[src/rtl/pwm_pkg.sv]
// pwm_pkg: default timing constants and the duty clamp helper shared by pwm_multi.
// Latency: n/a (constants and a pure function only).
// Backpressure: n/a.
package pwm_pkg;

  // Defaults sized for 50 Hz servo frames from a 50 MHz clock.
  localparam int unsigned DEF_PERIOD   = 1_000_000;
  localparam int unsigned DEF_STEP     = 5_000;
  localparam int unsigned DEF_DC_MIN   = 5_000;
  localparam int unsigned DEF_DC_MAX   = 150_000;
  localparam int unsigned DEF_DC_RESET = 25_000;

  // Clamp v into [lo, hi]; 64-bit operands so any duty width up to 63 bits fits.
  function automatic logic [63:0] clamp(input logic [63:0] v,
                                        input logic [63:0] lo,
                                        input logic [63:0] hi);
    if (v < lo)
      return lo;
    else if (v > hi)
      return hi;
    else
      return v;
  endfunction

endpackage

[src/rtl/pwm_duty_reg.sv]
// pwm_duty_reg: one channel's pending duty (load/inc/dec with saturation) and active duty.
// Latency: pending updates next cycle; active follows pending on the commit cycle.
// Backpressure: none; every strobe is consumed in the cycle it is high.
module pwm_duty_reg
  import pwm_pkg::*;
#(
  parameter int          CW       = 32,
  parameter int unsigned STEP     = DEF_STEP,
  parameter int unsigned DC_MIN   = DEF_DC_MIN,
  parameter int unsigned DC_MAX   = DEF_DC_MAX,
  parameter int unsigned DC_RESET = DEF_DC_RESET
) (
  input  logic          clk,
  input  logic          rst,
  input  logic          inc,
  input  logic          dec,
  input  logic          ld,
  input  logic [CW-1:0] ld_duty,
  input  logic          commit,
  output logic [CW-1:0] active
);

  // One extra bit on the saturation arithmetic so pending+STEP can never wrap.
  localparam logic [CW:0]   STEP_W = (CW+1)'(STEP);
  localparam logic [CW:0]   MIN_W  = (CW+1)'(DC_MIN);
  localparam logic [CW:0]   MAX_W  = (CW+1)'(DC_MAX);
  localparam logic [CW-1:0] RST_V  = CW'(DC_RESET);

  logic [CW-1:0] pending;
  logic [CW-1:0] pending_nxt;
  logic [CW:0]   up_sum;

  assign up_sum = {1'b0, pending} + STEP_W;

  // Next pending duty: load beats strobes, inc+dec together cancel.
  always_comb begin
    pending_nxt = pending;
    if (ld)
      pending_nxt = CW'(clamp(64'(ld_duty), 64'(DC_MIN), 64'(DC_MAX)));
    else if (inc && !dec)
      pending_nxt = (up_sum > MAX_W) ? MAX_W[CW-1:0] : up_sum[CW-1:0];
    else if (dec && !inc)
      pending_nxt = ({1'b0, pending} < (MIN_W + STEP_W)) ? MIN_W[CW-1:0]
                                                         : pending - STEP_W[CW-1:0];
  end

  // Pending tracks every update; active only moves at the period boundary,
  // taking the same-cycle update too so nothing arriving on the last cycle is lost.
  always_ff @(posedge clk or posedge rst) begin
    if (rst) begin
      pending <= RST_V;
      active  <= RST_V;
    end else begin
      pending <= pending_nxt;
      if (commit)
        active <= pending_nxt;
    end
  end

endmodule

[src/rtl/pwm_multi.sv]
// pwm_multi: CH-channel PWM on a shared period counter with glitch-free duty updates.
// Latency: counter to pin 1 cycle; duty changes land at the next period boundary.
// Backpressure: none. Define PWM_CENTER_ALIGN_EN for a centre-aligned triangle counter.
module pwm_multi
  import pwm_pkg::*;
#(
  parameter int          CH       = 4,
  parameter int          CW       = 32,
  parameter int unsigned PERIOD   = DEF_PERIOD,
  parameter int unsigned STEP     = DEF_STEP,
  parameter int unsigned DC_MIN   = DEF_DC_MIN,
  parameter int unsigned DC_MAX   = DEF_DC_MAX,
  parameter int unsigned DC_RESET = DEF_DC_RESET
) (
  input  logic                                clk,
  input  logic                                rst,
  input  logic [CH-1:0]                       inc,
  input  logic [CH-1:0]                       dec,
  input  logic                                ld_valid,
  input  logic [((CH > 1) ? $clog2(CH) : 1)-1:0] ld_ch,
  input  logic [CW-1:0]                       ld_duty,
  output logic [CH-1:0]                       pwm_out,
  output logic                                period_start,
  output logic [CH*CW-1:0]                    duty_o
);

  localparam int          CHW  = (CH > 1) ? $clog2(CH) : 1;
  localparam logic [CW-1:0] LAST = CW'(PERIOD - 1);

  logic [CW-1:0] cnt;
  logic          commit;
  logic          at_start;
  logic [CW-1:0] active [CH];

`ifdef PWM_CENTER_ALIGN_EN
  logic down;

  // The valley is reached while counting down; reset parks the counter there
  // so the very first cycle after release commits and flags a period start.
  assign commit   = (cnt == '0) && down;
  assign at_start = commit;

  // Triangle counter 0 -> PERIOD-1 -> 0, turning around at each end.
  always_ff @(posedge clk or posedge rst) begin
    if (rst) begin
      cnt  <= '0;
      down <= 1'b1;
    end else if (down) begin
      if (cnt == '0) begin
        down <= 1'b0;
        cnt  <= cnt + CW'(1);
      end else begin
        cnt  <= cnt - CW'(1);
      end
    end else begin
      if (cnt == LAST) begin
        down <= 1'b1;
        cnt  <= cnt - CW'(1);
      end else begin
        cnt  <= cnt + CW'(1);
      end
    end
  end
`else
  assign commit   = (cnt == LAST);
  assign at_start = (cnt == '0);

  // Sawtooth counter 0..PERIOD-1, wrapping to 0.
  always_ff @(posedge clk or posedge rst) begin
    if (rst)
      cnt <= '0;
    else if (commit)
      cnt <= '0;
    else
      cnt <= cnt + CW'(1);
  end
`endif

  // Per-channel duty registers; a load addressed past CH-1 matches no channel.
  for (genvar i = 0; i < CH; i++) begin : g_ch
    pwm_duty_reg #(
      .CW       (CW),
      .STEP     (STEP),
      .DC_MIN   (DC_MIN),
      .DC_MAX   (DC_MAX),
      .DC_RESET (DC_RESET)
    ) u_duty (
      .clk     (clk),
      .rst     (rst),
      .inc     (inc[i]),
      .dec     (dec[i]),
      .ld      (ld_valid && (ld_ch == CHW'(i))),
      .ld_duty (ld_duty),
      .commit  (commit),
      .active  (active[i])
    );

    assign duty_o[i*CW +: CW] = active[i];
  end

  // Registered pin compare and period marker, one cycle behind the counter.
  always_ff @(posedge clk or posedge rst) begin
    if (rst) begin
      pwm_out      <= '0;
      period_start <= 1'b0;
    end else begin
      for (int i = 0; i < CH; i++)
        pwm_out[i] <= (cnt < active[i]);
      period_start <= at_start;
    end
  end

endmodule
[config.mk]
export PLATFORM = sky130hd
export DESIGN_NAME = pwm_multi
export DESIGN_NICKNAME = d
export VERILOG_FILES = /design/src/rtl/pwm_pkg.sv /design/src/rtl/pwm_duty_reg.sv /design/src/rtl/pwm_multi.sv
export SDC_FILE = /design/constraint.sdc
export NUM_CORES = 1
export LEC_CHECK = 0
export CAP_MARGIN = 20
export CORE_ASPECT_RATIO = 0.5
export CORE_UTILIZATION = 45
export DETAILED_ROUTE_END_ITERATION = 6
export PLACE_DENSITY = 0.65
export SLEW_MARGIN = 10
export SYNTH_ARGS = -nofsm -noshare
export SYNTH_HDL_FRONTEND = slang
export SYNTH_SLANG_ARGS = --single-unit
[constraint.sdc]
create_clock -name clk -period 11.1 [get_ports clk]
set_input_delay 1.665 -clock clk [delete_from_list [all_inputs] [get_ports clk]]
set_output_delay 1.665 -clock clk [all_outputs]
set_load 0.03 [all_outputs]
==> After elaboration in Yosys (flattened, before gate mapping) <==
Index checks and enable logic that the tools add are counted.
{ "totals": {"output_inout_bits": 133, "inputBits": 45, "word_cells": 83, "regBits": 293} }
{ "classes": {"add_sub_neg": 9, "mux": 23, "reduce_logical": 22, "magnitude_cmp": 14, "n_eq_ne": 4} }
{ "ops": {"columns": ["operator", "n"], "rows": [
  ["$mux 32", 23],
  ["$add 32x13->33 const B", 4],
  ["$gt 33x18->1 const B", 4],
  ["$lt 32x14->1 const B", 4],
  ["$lt 32x32->1", 4],
  ["$sub 32x13->32 const B", 4],
  ["$add 32x1->32 const B", 1],
  ["$eq 32x20->1 const B", 1],
  ["$gt 32x18->1 const B", 1],
  ["$logic_not 32->1", 1],
  ["$lt 32x13->1 const B", 1],
  ["$logic_and 1x1->1", 12],
  ["$logic_not 1->1", 8],
  ["$eq 2x2->1 const B", 2],
  ["$eq 2x1->1 const B", 1],
  ["$logic_not 2->1", 1]
]} }

==> Depth between registers and ports, before layout <==
Gate-level depths: netlist of the first run.
{ "logic_depth": {"ltp_word": 5, "depth_mapped": 13, "ltp_nobuf": 11} }

==> By module <==
A second synthesis of the first run with hierarchy kept.
{ "hier_totals": {"cells_unflattened": 2651, "hier_area_um2": 22902.0} }
{ "by_module_without_submodules": {"columns": ["module", "cells_each", "n_inst", "seq_area_each_um2", "area_per_inst_um2"], "rows": [
  ["pwm_duty_reg at g_ch[0].u_duty ...", 500, 3, 1616.6, 4454.3],
  ["pwm_multi", 601, 1, 925.9, 4874.7],
  ["pwm_duty_reg at g_ch[2].u_duty", 550, 1, 1616.6, 4664.5]
]} }

==> Worst setup path before layout of the first run <==
OpenSTA, ideal clock, no wires.
{ "synth_path": {"kind": "input to register", "from": "in ld_duty[10]", "to": "reg g_ch[3].u_duty.active[7]", "required_ns": 11.015, "setup_ns": 0.085, "path_slack_ns": 7.063, "n_path_buf": 3, "arrival_time_ns": 3.952, "stages": 11, "cell_sequence": "clkbuf_1 nor4_1 nand4_1 or4_1 a21oi_1 nor2b_1 clkbuf_1 buf_1 nand2_1 o21ai_0 o21ai_0"} }
{ "synth_between": {"elab_chain_cells": 4, "elab_cells_between_ends": 5, "cone_classes": "2 x order compare; 3 x mux"} }
{ "synth_lines": {"columns": ["item", "line", "source"], "rows": [
  ["start, declared", "pwm_multi.sv:21", "input logic [CW-1:0] ld_duty,"],
  ["$gt 32x18->1", "pwm_pkg.sv:19", "else if (v > hi)"],
  ["$mux 32", "pwm_pkg.sv:19", null],
  ["$mux 32 (*)", "pwm_pkg.sv:17", "if (v < lo)"],
  ["$mux 32 (*)", "pwm_duty_reg.sv:38", "if (ld)"],
  ["end signal, assigned", "pwm_duty_reg.sv:56", "active <= pending_nxt;"],
  ["end, declared", "pwm_duty_reg.sv:20", "output logic [CW-1:0] active"]
]} }
Every way passes the cells marked *; elsewhere a longest branch is shown, timed or not.
A chain may end at the register's enable or synchronous reset.

==> Worst setup path in the final report of the first run <==
{ "layout_path": {"from": "in ld_duty[10]", "to": "reg g_ch[0].u_duty.active[7]"} }
{ "layout_between": {"elab_chain_cells": 4, "elab_cells_between_ends": 5, "cone_classes": "2 x order compare; 3 x mux"} }
{ "layout_lines": {"columns": ["item", "line", "source"], "rows": [
  ["$gt 32x18->1", "pwm_pkg.sv:19", null],
  ["$mux 32", "pwm_pkg.sv:19", null],
  ["$mux 32 (*)", "pwm_pkg.sv:17", null],
  ["$mux 32 (*)", "pwm_duty_reg.sv:38", null],
  ["named net g_ch[0].u_duty.pending_nxt[7]", "pwm_duty_reg.sv:30", "logic [CW-1:0] pending_nxt;"],
  ["end signal, assigned", "pwm_duty_reg.sv:56", null],
  ["end, declared", "pwm_duty_reg.sv:20", null]
]} }
Mark *: on every way through the listed nets, which the timed path passes. The rest lies on a longest branch.

==> results of run 1 <==
## state kept, by name, indices dropped and copies added (netlist names)
name                 flops
g_ch.u_duty.active     128
g_ch.u_duty.pending    128
pwm_out                  4
cnt                     32
period_start             1
## final timing paths
path	startpoint	endpoint	slack [ps]
min	g_ch[3].u_duty.active[18]$_DFFE_PP0N_	g_ch[3].u_duty.active[18]$_DFFE_PP0N_	500
min in group asynchronous	rst	g_ch[3].u_duty.active[24]$_DFFE_PP0N_	1500
max in group asynchronous	rst	g_ch[1].u_duty.pending[9]$_DFF_PP0_	8170
min reg2reg	g_ch[3].u_duty.active[18]$_DFFE_PP0N_	g_ch[3].u_duty.active[18]$_DFFE_PP0N_	500
max reg2reg	g_ch[0].u_duty.pending[3]$_DFF_PP1_	g_ch[0].u_duty.active[2]$_DFFE_PP0N_	6520
max	ld_duty[10]	g_ch[0].u_duty.active[7]$_DFFE_PP1N_	5750
## cell type report
cell class                 instances  area (um^2)
clock buffer                      39          826
clock inverter                    17          273
fill                            4417        22300
inverter                         164          623
multi-input combinational       1923        12700
sequential                       293         7390
tap                              638          798
timing repair buffer             210         2040
## routing by layer
metal	wire length [um]	GRT usage (%)	up-vias	share of wire (%)
met2	31500	45.3	845	43
met5	0	0	-	0
met3	6630	6.79	117	9.1
met1	32500	41.6	9946	45
li1	-	-	9402	-
met4	2010	7.85	0	2.8
## power groups by stage
stage | clock network (mW) | logic, mW | registers (mW)
4_1_cts | 1.16 | 1.41 | 1.55
3_5_place_dp | 0 | 1.40 | 1.57
5_1_grt | 1.21 | 1.59 | 1.59
3_3_place_gp | 0 | 1.38 | 1.57
2_1_floorplan | 0 | 1.30 | 1.30
6_report | 1.15 | 1.44 | 1.57
## kinds of logic (layout without fill, tap and decap cells)
| logic type | after synthesis | in the layout |
|---|---|---|
| multiplexers | 56 | 56 |
| flip-flops | 293 | 293 |
| AND/OR/NAND/NOR | 966 | 966 |
| buffers and inverters | 334 | 430 |
| XOR/XNOR | 125 | 125 |
| adder cells (fa/ha/maj) | 137 | 137 |
| AO/OA/AOI/OAI | 639 | 639 |
## worst reg2reg max path: stages (launching register included)
cell     delay, ps
dfstp_2        640
ha_1           240
nand3_1        290
a21oi_1        830
and3_1         350
and4b_1        200
o21ai_0         90
and4_1         330
a22oi_1        820
nor2_1         360
a31o_2         340
## cells in the final DEF, fill, tap and decap left out, types with 15 or more instances in the layout
| cell | netlist | routed |
|---|---|---|
| a211oi_1 | 29 | 29 |
| a21o_1 | 63 | 63 |
| a21oi_1 | 121 | 121 |
| a31oi_1 | 32 | 32 |
| and3_1 | 37 | 37 |
| and4_1 | 19 | 18 |
| buf_4 | 2 | 32 |
| clkbuf_16 | 0 | 31 |
| clkdlybuf4s50_1 | 0 | 177 |
| dfrtp_1 | 245 | 245 |
| dfstp_2 | 48 | 48 |
| ha_1 | 137 | 137 |
| inv_1 | 164 | 163 |
| mux2_2 | 50 | 50 |
| nand2_1 | 235 | 235 |
| nand2b_1 | 39 | 39 |
| nand3_1 | 81 | 81 |
| nand4_1 | 73 | 73 |
| nor2_1 | 225 | 225 |
| nor2b_1 | 25 | 24 |
| nor3_1 | 71 | 71 |
| nor4_1 | 50 | 49 |
| o21ai_0 | 132 | 132 |
| o22ai_1 | 15 | 15 |
| o31ai_1 | 63 | 63 |
| or3_1 | 24 | 24 |
| xnor2_1 | 90 | 90 |
| xor2_1 | 35 | 35 |
## per-stage QoR
step	utilization, %	cell area [um^2]	hold WS (ps)
finish	52.6	24700	504
global route	52.6	24700	539
CTS	52.5	24700	512
detailed placement	50.2	23600	495
global placement	50.2	23600	489
floorplan	-	21400	473
==> metrics.txt, run 1 <==
Synth top area share 28.6%; initial cell density of the core 45.6%; vias in the first global route 18.8k; Worst Path Buf+Inv 1; vias 20.3k; vias per cell 6.18; Clock Latency Late Sink 590 ps; Final Hold Viols 0; total track usage 29.5%; total power draw 4.15 mW; clock sinks 293; worst vdd ir 0.0996 mV; Crit. End Element register; Yosys cell types 91; dpl ws 5270 ps; ranking of synthesized cells by area dfrtp_1, ha_1, dfstp_2; Setup Buffers After CTS 0; post-synthesis adder-cell area fraction 8.00%; Clock Power Share 27.7%; final-report max-slew violation count 0; H-tree Lvls 1; placed cells 3227; Setup WS post-layout 5750 ps; cell internal pwr 2.44 mW; slowest stage cell, crit path nor2b_2; first-pass GRT wire length 112000 um; DRC violations left 0; buffer levels on the longest clock path 3; DRT iter0 DRCs 2102; Synth Flop Type dfrtp_1; total grt overflow 0; Die Y 156 um; reg2reg path depth 10; CTS root buf clkbuf_16; Port Buffers 177; sw frac 41.2%; IO Count 178; hold depth 2; top cell family by delay on the critical path simple AND/OR/NAND/NOR gates; num rows 56; Syn Nets 2732; switching power of the nets 1.71 mW; Max Cap Viol 0; fmax 187 MHz; Leak Pwr 11.2 nW; largest net degree at the start of global routing 87; setup_tns 0 ps; Synth Cell Area 0.0214 mm^2; Final min period 5350 ps; EDFF count, synth 0; Cells after Synth 2550; sequential power share 37.7%; post-cts gate resize count 0; cell count along the critical path 9; Post-DRT Antenna Nets 0; YS warnings 0; Arr. time, crit path 5860 ps; hold crit path type register to register; post-synthesis sequential area ratio 34.5%; layout cells sized above 1 8.39%; WP data required 11610 ps; WS Path Type input pin to register; area grow syn2layout 15.2%; core area 0.0469 mm^2; top-count cell post-synth dfrtp_1; xor/xnor share of the synthesized area 5.11%; Routed WL per cell 22.1 um; Logic pwr share 34.6%; Die Footprint 0.0485 mm^2; largest area contributor in the netlist dfrtp_1; RSZ-0062 raised after global routing false; complex-gate fraction of the synthesized area 20.4%; number of synthesized register bits 293; final setup vio count 0; CTS buffer count 30; hold buffers post-CTS 0; WL final 72700 um; # nets final 2804; ordered cell list for the critical path clkdlybuf4s50_1, nor4_1, nand4_1, or4_1, a21oi_1, nor2b_2, nand2b_1, o22a_1, mux2_2; Setup Skew 10.4 ps; Reg clk slew, reported paths 70 ps; die extent in x 311 um; initial antenna violation count 1; Startpoint Class input pin; pwr dens 168 mW/mm^2; CTS tree yes; Syn Area/Cell 8.40 um^2; worst-path maximum fanout 22; hpwl dp 53400 um; CP peak stage delay 940 ps; slew margin rel. 24.3%; Placer Congestion 0.981; ys async rst share 100%; outcome completed; simple-gate portion of the synthesized area 22.9%; Final Non-Filler Cells 3284; largest family of logic cells by synthesized area simple AND/OR/NAND/NOR gates; DR pass1 iterations 5; commonest cells in the netlist dfrtp_1, nand2_1, nor2_1, inv_1, ha_1; Slew @ Worst Pin 1130 ps; number of diodes 0; period utilisation layout 48.2%; mux share of post-synthesis cell area 2.93%
Power figures use the tool's default switching activity.
==> run 2, diff against run 1 <==
Settings changed: PLACE_DENSITY 0.65 to 0.68.
Clock period 11.1 ns to 4.4 ns, I/O delays scaled along.
==> metrics.txt, run 2 (synthesis gave the netlist of run 1 again) <==
IO Count 178; Routed WL per cell 21.6 um; DRC violations left 0; Worst Path Buf+Inv 1; pwr dens 414 mW/mm^2; total grt overflow 0; H-tree Lvls 1; worst-path maximum fanout 16; fmax 255 MHz; register area 0.00739 mm^2; top cell family by delay on the critical path compound AO/OA/AOI/OAI gates; most frequent cells in the layout dfrtp_1, nand2_1, nor2_1, clkdlybuf4s50_1, inv_1; final setup vio count 0; sequential power share 38.1%; filler instances 4445; fin util 53.0%; reg2reg path depth 10; outcome completed; Leak Pwr 11.4 nW; Final min period 3930 ps; Largest regs g_ch.u_duty.active (128), g_ch.u_duty.pending (128), cnt (32); Setup Skew 12.3 ps; WP data required 4890 ps; DRT iter0 DRCs 2126; Logic pwr share 36.0%; terminus of the critical flop-to-flop path g_ch[3].u_duty.active[15]$_DFFE_PP0N_; switching power of the nets 4.22 mW; DR pass1 iterations 6; period utilisation layout 89.2%; r2r setup slk 470 ps; worst vdd ir 0.317 mV; commonest non-fill, non-tap cell in the layout dfrtp_1; Clock Latency Late Sink 580 ps; Clock Power Share 25.8%; Die Y 156 um; largest net degree at the start of global routing 74; die extent in x 311 um; CP peak stage delay 660 ps; cell internal pwr 6.07 mW; initial cell density of the core 45.6%; Setup Buffers After CTS 0; Reg2Reg Launch Point g_ch[3].u_duty.pending[10]$_DFF_PP0_; clock sinks 293; core area 0.0469 mm^2; ordered cell list for the critical path a21oi_1, or3_1, a2111oi_0, o221ai_1, nor4bb_1, nor4b_4, buf_4, a221oi_1, a211o_1, a32oi_1; hold buffers post-CTS 0; vias in the first global route 19.1k; # nets final 2838; sw frac 41.0%; total track usage 29.0%; area grow syn2layout 16.1%; final instance area 0.0249 mm^2; Die Footprint 0.0485 mm^2; hold depth 2; hold path start g_ch[3].u_duty.active[7]$_DFFE_PP1N_; Max Cap Viol 0; hold crit path type register to register; final-report max-slew violation count 0; post-cts gate resize count 0; Post-DRT Antenna Nets 0; num rows 56; total power draw 10.3 mW; first-pass GRT wire length 111000 um; Area after DPL 0.0239 mm^2; Startpoint Class register; CTS root buf clkbuf_16; WS Path Type register to register; hpwl dp 53700 um; RSZ-0062 raised after global routing false; layout cells sized above 1 9.48%; multi-input gate area in the final layout 0.0127 mm^2; WL final 71700 um; Port Buffers 177; setup_tns 0 ps; Slew @ Worst Pin 1220 ps; slew margin rel. 18.5%; hold-critical path endpoint g_ch[3].u_duty.active[7]$_DFFE_PP1N_; Arr. time, crit path 4410 ps; Reg clk slew, reported paths 60 ps; buffer levels on the longest clock path 3; CTS buffer count 29; Final Hold Viols 0; CTS tree yes; Placer Congestion 0.955; Crit. End Element register; initial antenna violation count 3; slowest stage cell, crit path dfrtp_1; vias 20.3k; vias per cell 6.11
## run 2: area by class of cell
cell class / count / area share, %
Antenna cell: 3 / 0.0302
Sequential cell: 293 / 29.7
Multi-Input combinational cell: 1923 / 51.2
Tap cell: 638 / 3.21
Timing Repair Buffer: 245 / 9.37
Inverter: 164 / 2.49
Clock buffer: 44 / 3.51
Clock inverter: 9 / 0.508
## run 2: worst max-delay path by stage
stage | start | end | slack [ps] | depth (start not counted)
2_1_floorplan | rst | cnt[0]$_DFF_PP0_ | -110 | 1
3_3_place_gp | ld_duty[10] | g_ch[1].u_duty.active[4]$_DFFE_PP0N_ | 460 | 10
3_5_place_dp | ld_duty[10] | g_ch[2].u_duty.active[12]$_DFFE_PP0N_ | 360 | 11
4_1_cts | g_ch[3].u_duty.pending[10]$_DFF_PP0_ | g_ch[3].u_duty.active[15]$_DFFE_PP0N_ | 560 | 10
5_1_grt | g_ch[3].u_duty.pending[10]$_DFF_PP0_ | g_ch[3].u_duty.active[15]$_DFFE_PP0N_ | 150 | 10
6_report | g_ch[3].u_duty.pending[10]$_DFF_PP0_ | g_ch[3].u_duty.active[15]$_DFFE_PP0N_ | 470 | 10
## run 2: per-stage QoR
stage               std cells  setup slack [ps]  hold slack (ps)
finish                   3319               475              495
global route             3316               151              514
CTS                      3316               563              497
detailed placement       3263               359              488
global placement         3263               463              482
floorplan                2550              -110              473
## run 2: per-layer routing
metal / wire length [um] / vias to the layer above / GRT usage, %
met5: 0 / - / 0.395
met4: 2200 / 0 / 9.31
met3: 6030 / 126 / 5.59
met2: 31800 / 844 / 46.2
met1: 31600 / 9823 / 39.7
li1: - / 9475 / -
## run 2: power by group through the flow
stage                     combinational [mW]  clock (mW)  sequential, mW
after floorplan                         3.27           0            3.29
after global placement                  3.58           0            3.92
after detailed placement                3.61           0            3.93
after CTS                               3.63        2.69            3.88
after global routing                    4.09        2.78            4.00
final                                   3.71        2.66            3.92
## run 2: worst reg2reg max path: stages (launching register included)
cell and delay, ps:
dfrtp_1 660, a21oi_1 300, or3_1 630, a2111oi_0 480
o221ai_1 160, nor4bb_1 500, nor4b_4 280, buf_4 230
a221oi_1 110, a211o_1 310, a32oi_1 190
==> run 3, diff against run 2 <==
Settings changed: PLACE_DENSITY 0.68 to 0.65.
Clock period 4.4 ns to 4.2 ns, I/O delays scaled along.
==> metrics.txt, run 3 (synthesis gave the netlist of run 1 again) <==
Placer Congestion 0.943; Arr. time, crit path 4380 ps; placed cells 3285; clock sinks 293; Clock Power Share 26.2%; Final Hold Viols 0; initial cell density of the core 45.6%; layout cells sized above 1 10.4%; Die Y 156 um; slew margin rel. 21.5%; Final Non-Filler Cells 3340; Clock Latency Late Sink 590 ps; switching power of the nets 4.48 mW; most frequent cells in the layout dfrtp_1, nand2_1, nor2_1, clkdlybuf4s50_1, inv_1; Logic pwr share 36.6%; Slew @ Worst Pin 1180 ps; vias per cell 6.05; core area 0.0469 mm^2; buffer levels on the longest clock path 3; area grow syn2layout 16.8%; hpwl dp 54900 um; DRC violations left 0; post-cts gate resize count 0; Setup Skew 18.1 ps; Max Cap Viol 0; largest net degree at the start of global routing 104; Post-DRT Antenna Nets 0; r2r setup slk 320 ps; die extent in x 311 um; worst vdd ir 0.291 mV; Leak Pwr 11.5 nW; hold buffers post-CTS 0; Reg clk slew, reported paths 70 ps; vias in the first global route 19.0k; H-tree Lvls 1; commonest non-fill, non-tap cell in the layout dfrtp_1; fmax 258 MHz; RSZ-0062 raised after global routing false; setup_tns 0 ps; total track usage 29.7%; sw frac 41.2%; initial antenna violation count 0; Startpoint Class register; final-report max-slew violation count 0; cell internal pwr 6.40 mW; DRT iter0 DRCs 1848; Die Footprint 0.0485 mm^2; final setup vio count 0; Crit. End Element register; first-pass GRT wire length 113000 um; IO Count 178; CTS tree yes; period utilisation layout 92.3%; Largest regs g_ch.u_duty.active (128), g_ch.u_duty.pending (128), cnt (32); sequential power share 37.2%; Final min period 3880 ps; WL final 73200 um; Setup Buffers After CTS 0; fin util 53.3%; WS Path Type register to register; worst-path maximum fanout 10; # nets final 2860; hold crit path type input pin to asynchronous set/reset pin; CTS root buf clkbuf_16; total grt overflow 0; vias 20.2k; outcome completed; DR pass1 iterations 6; Hold Slack 371 ps; num rows 56; pwr dens 435 mW/mm^2; Routed WL per cell 21.9 um; Port Buffers 177; CTS buffer count 29; WP data required 4710 ps
==> run 3: cell types whose count changed in the layout (fill, tap and decap cells not counted), sizes merged <==
cell | previous run | this run
buf | 68 | 90
bufinv | 3 | 4
clkbuf | 44 | 35
clkinv | 5 | 9
clkinvlp | 2 | 4
diode | 3 | 1
inv | 163 | 166
==> run 3: power by group through the flow <==
stage	clock network [mW]	registers (mW)	logic [mW]
after floorplan	0	3.45	3.43
after global placement	0	4.07	3.88
after detailed placement	0	4.07	3.90
after CTS	2.89	4.02	3.92
after global routing	3.00	4.13	4.40
final	2.85	4.05	3.99
==> run 3: worst max-delay path: stages, from the launching register on <==
cell and delay [ps]:
dfstp_2 600, ha_1 250, nand3_1 190, a2111o_1 560, nor4_1 320, o221ai_1 180, nor4bb_1 410, nor4b_4 590
a221oi_1 190, a211o_1 310, a32oi_1 190
==> run 3: worst paths after layout <==
| kind | from | endpoint | cells after the start |
|---|---|---|---|
| max reg2reg | g_ch[3].u_duty.pending[3]$_DFF_PP1_ | g_ch[3].u_duty.active[15]$_DFFE_PP0N_ | 10 |
| min | rst | g_ch[2].u_duty.pending[26]$_DFF_PP0_ | 2 |
| min reg2reg | cnt[21]$_DFF_PP0_ | cnt[21]$_DFF_PP0_ | 1 |
| max | g_ch[3].u_duty.pending[3]$_DFF_PP1_ | g_ch[3].u_duty.active[15]$_DFFE_PP0N_ | 10 |
| max in group asynchronous | rst | cnt[8]$_DFF_PP0_ | 3 |
| min in group clk | cnt[21]$_DFF_PP0_ | cnt[21]$_DFF_PP0_ | 1 |
==> run 3: metrics by stage <==
stage               setup WS [ps]  power (mW)  instance area (um^2)
global route                 3.01        11.5                 25000
global placement              370        7.95                 24000
CTS                           342        10.8                 25000
floorplan                    -280        6.87                 21400
finish                        324        10.9                 25000
detailed placement            383        7.97                 24000
==> run 3: cell type report <==
class	count	area [um^2]
Tap cell	638	798
Multi-Input combinational cell	1923	12700
Clock inverter	19	234
Inverter	164	619
Timing Repair Buffer	267	2470
Fill cell	4465	21900
Clock buffer	35	788
Antenna cell	1	2.50
Sequential cell	293	7390
==> run 3: routing by layer <==
layer,vias to the layer above,wire length [um],GRT usage [%]
met2,719,31800,46.0
li1,9516,-,-
met3,124,5880,6.39
met4,0,1810,7.02
met5,-,0,0
met1,9858,33700,42.2
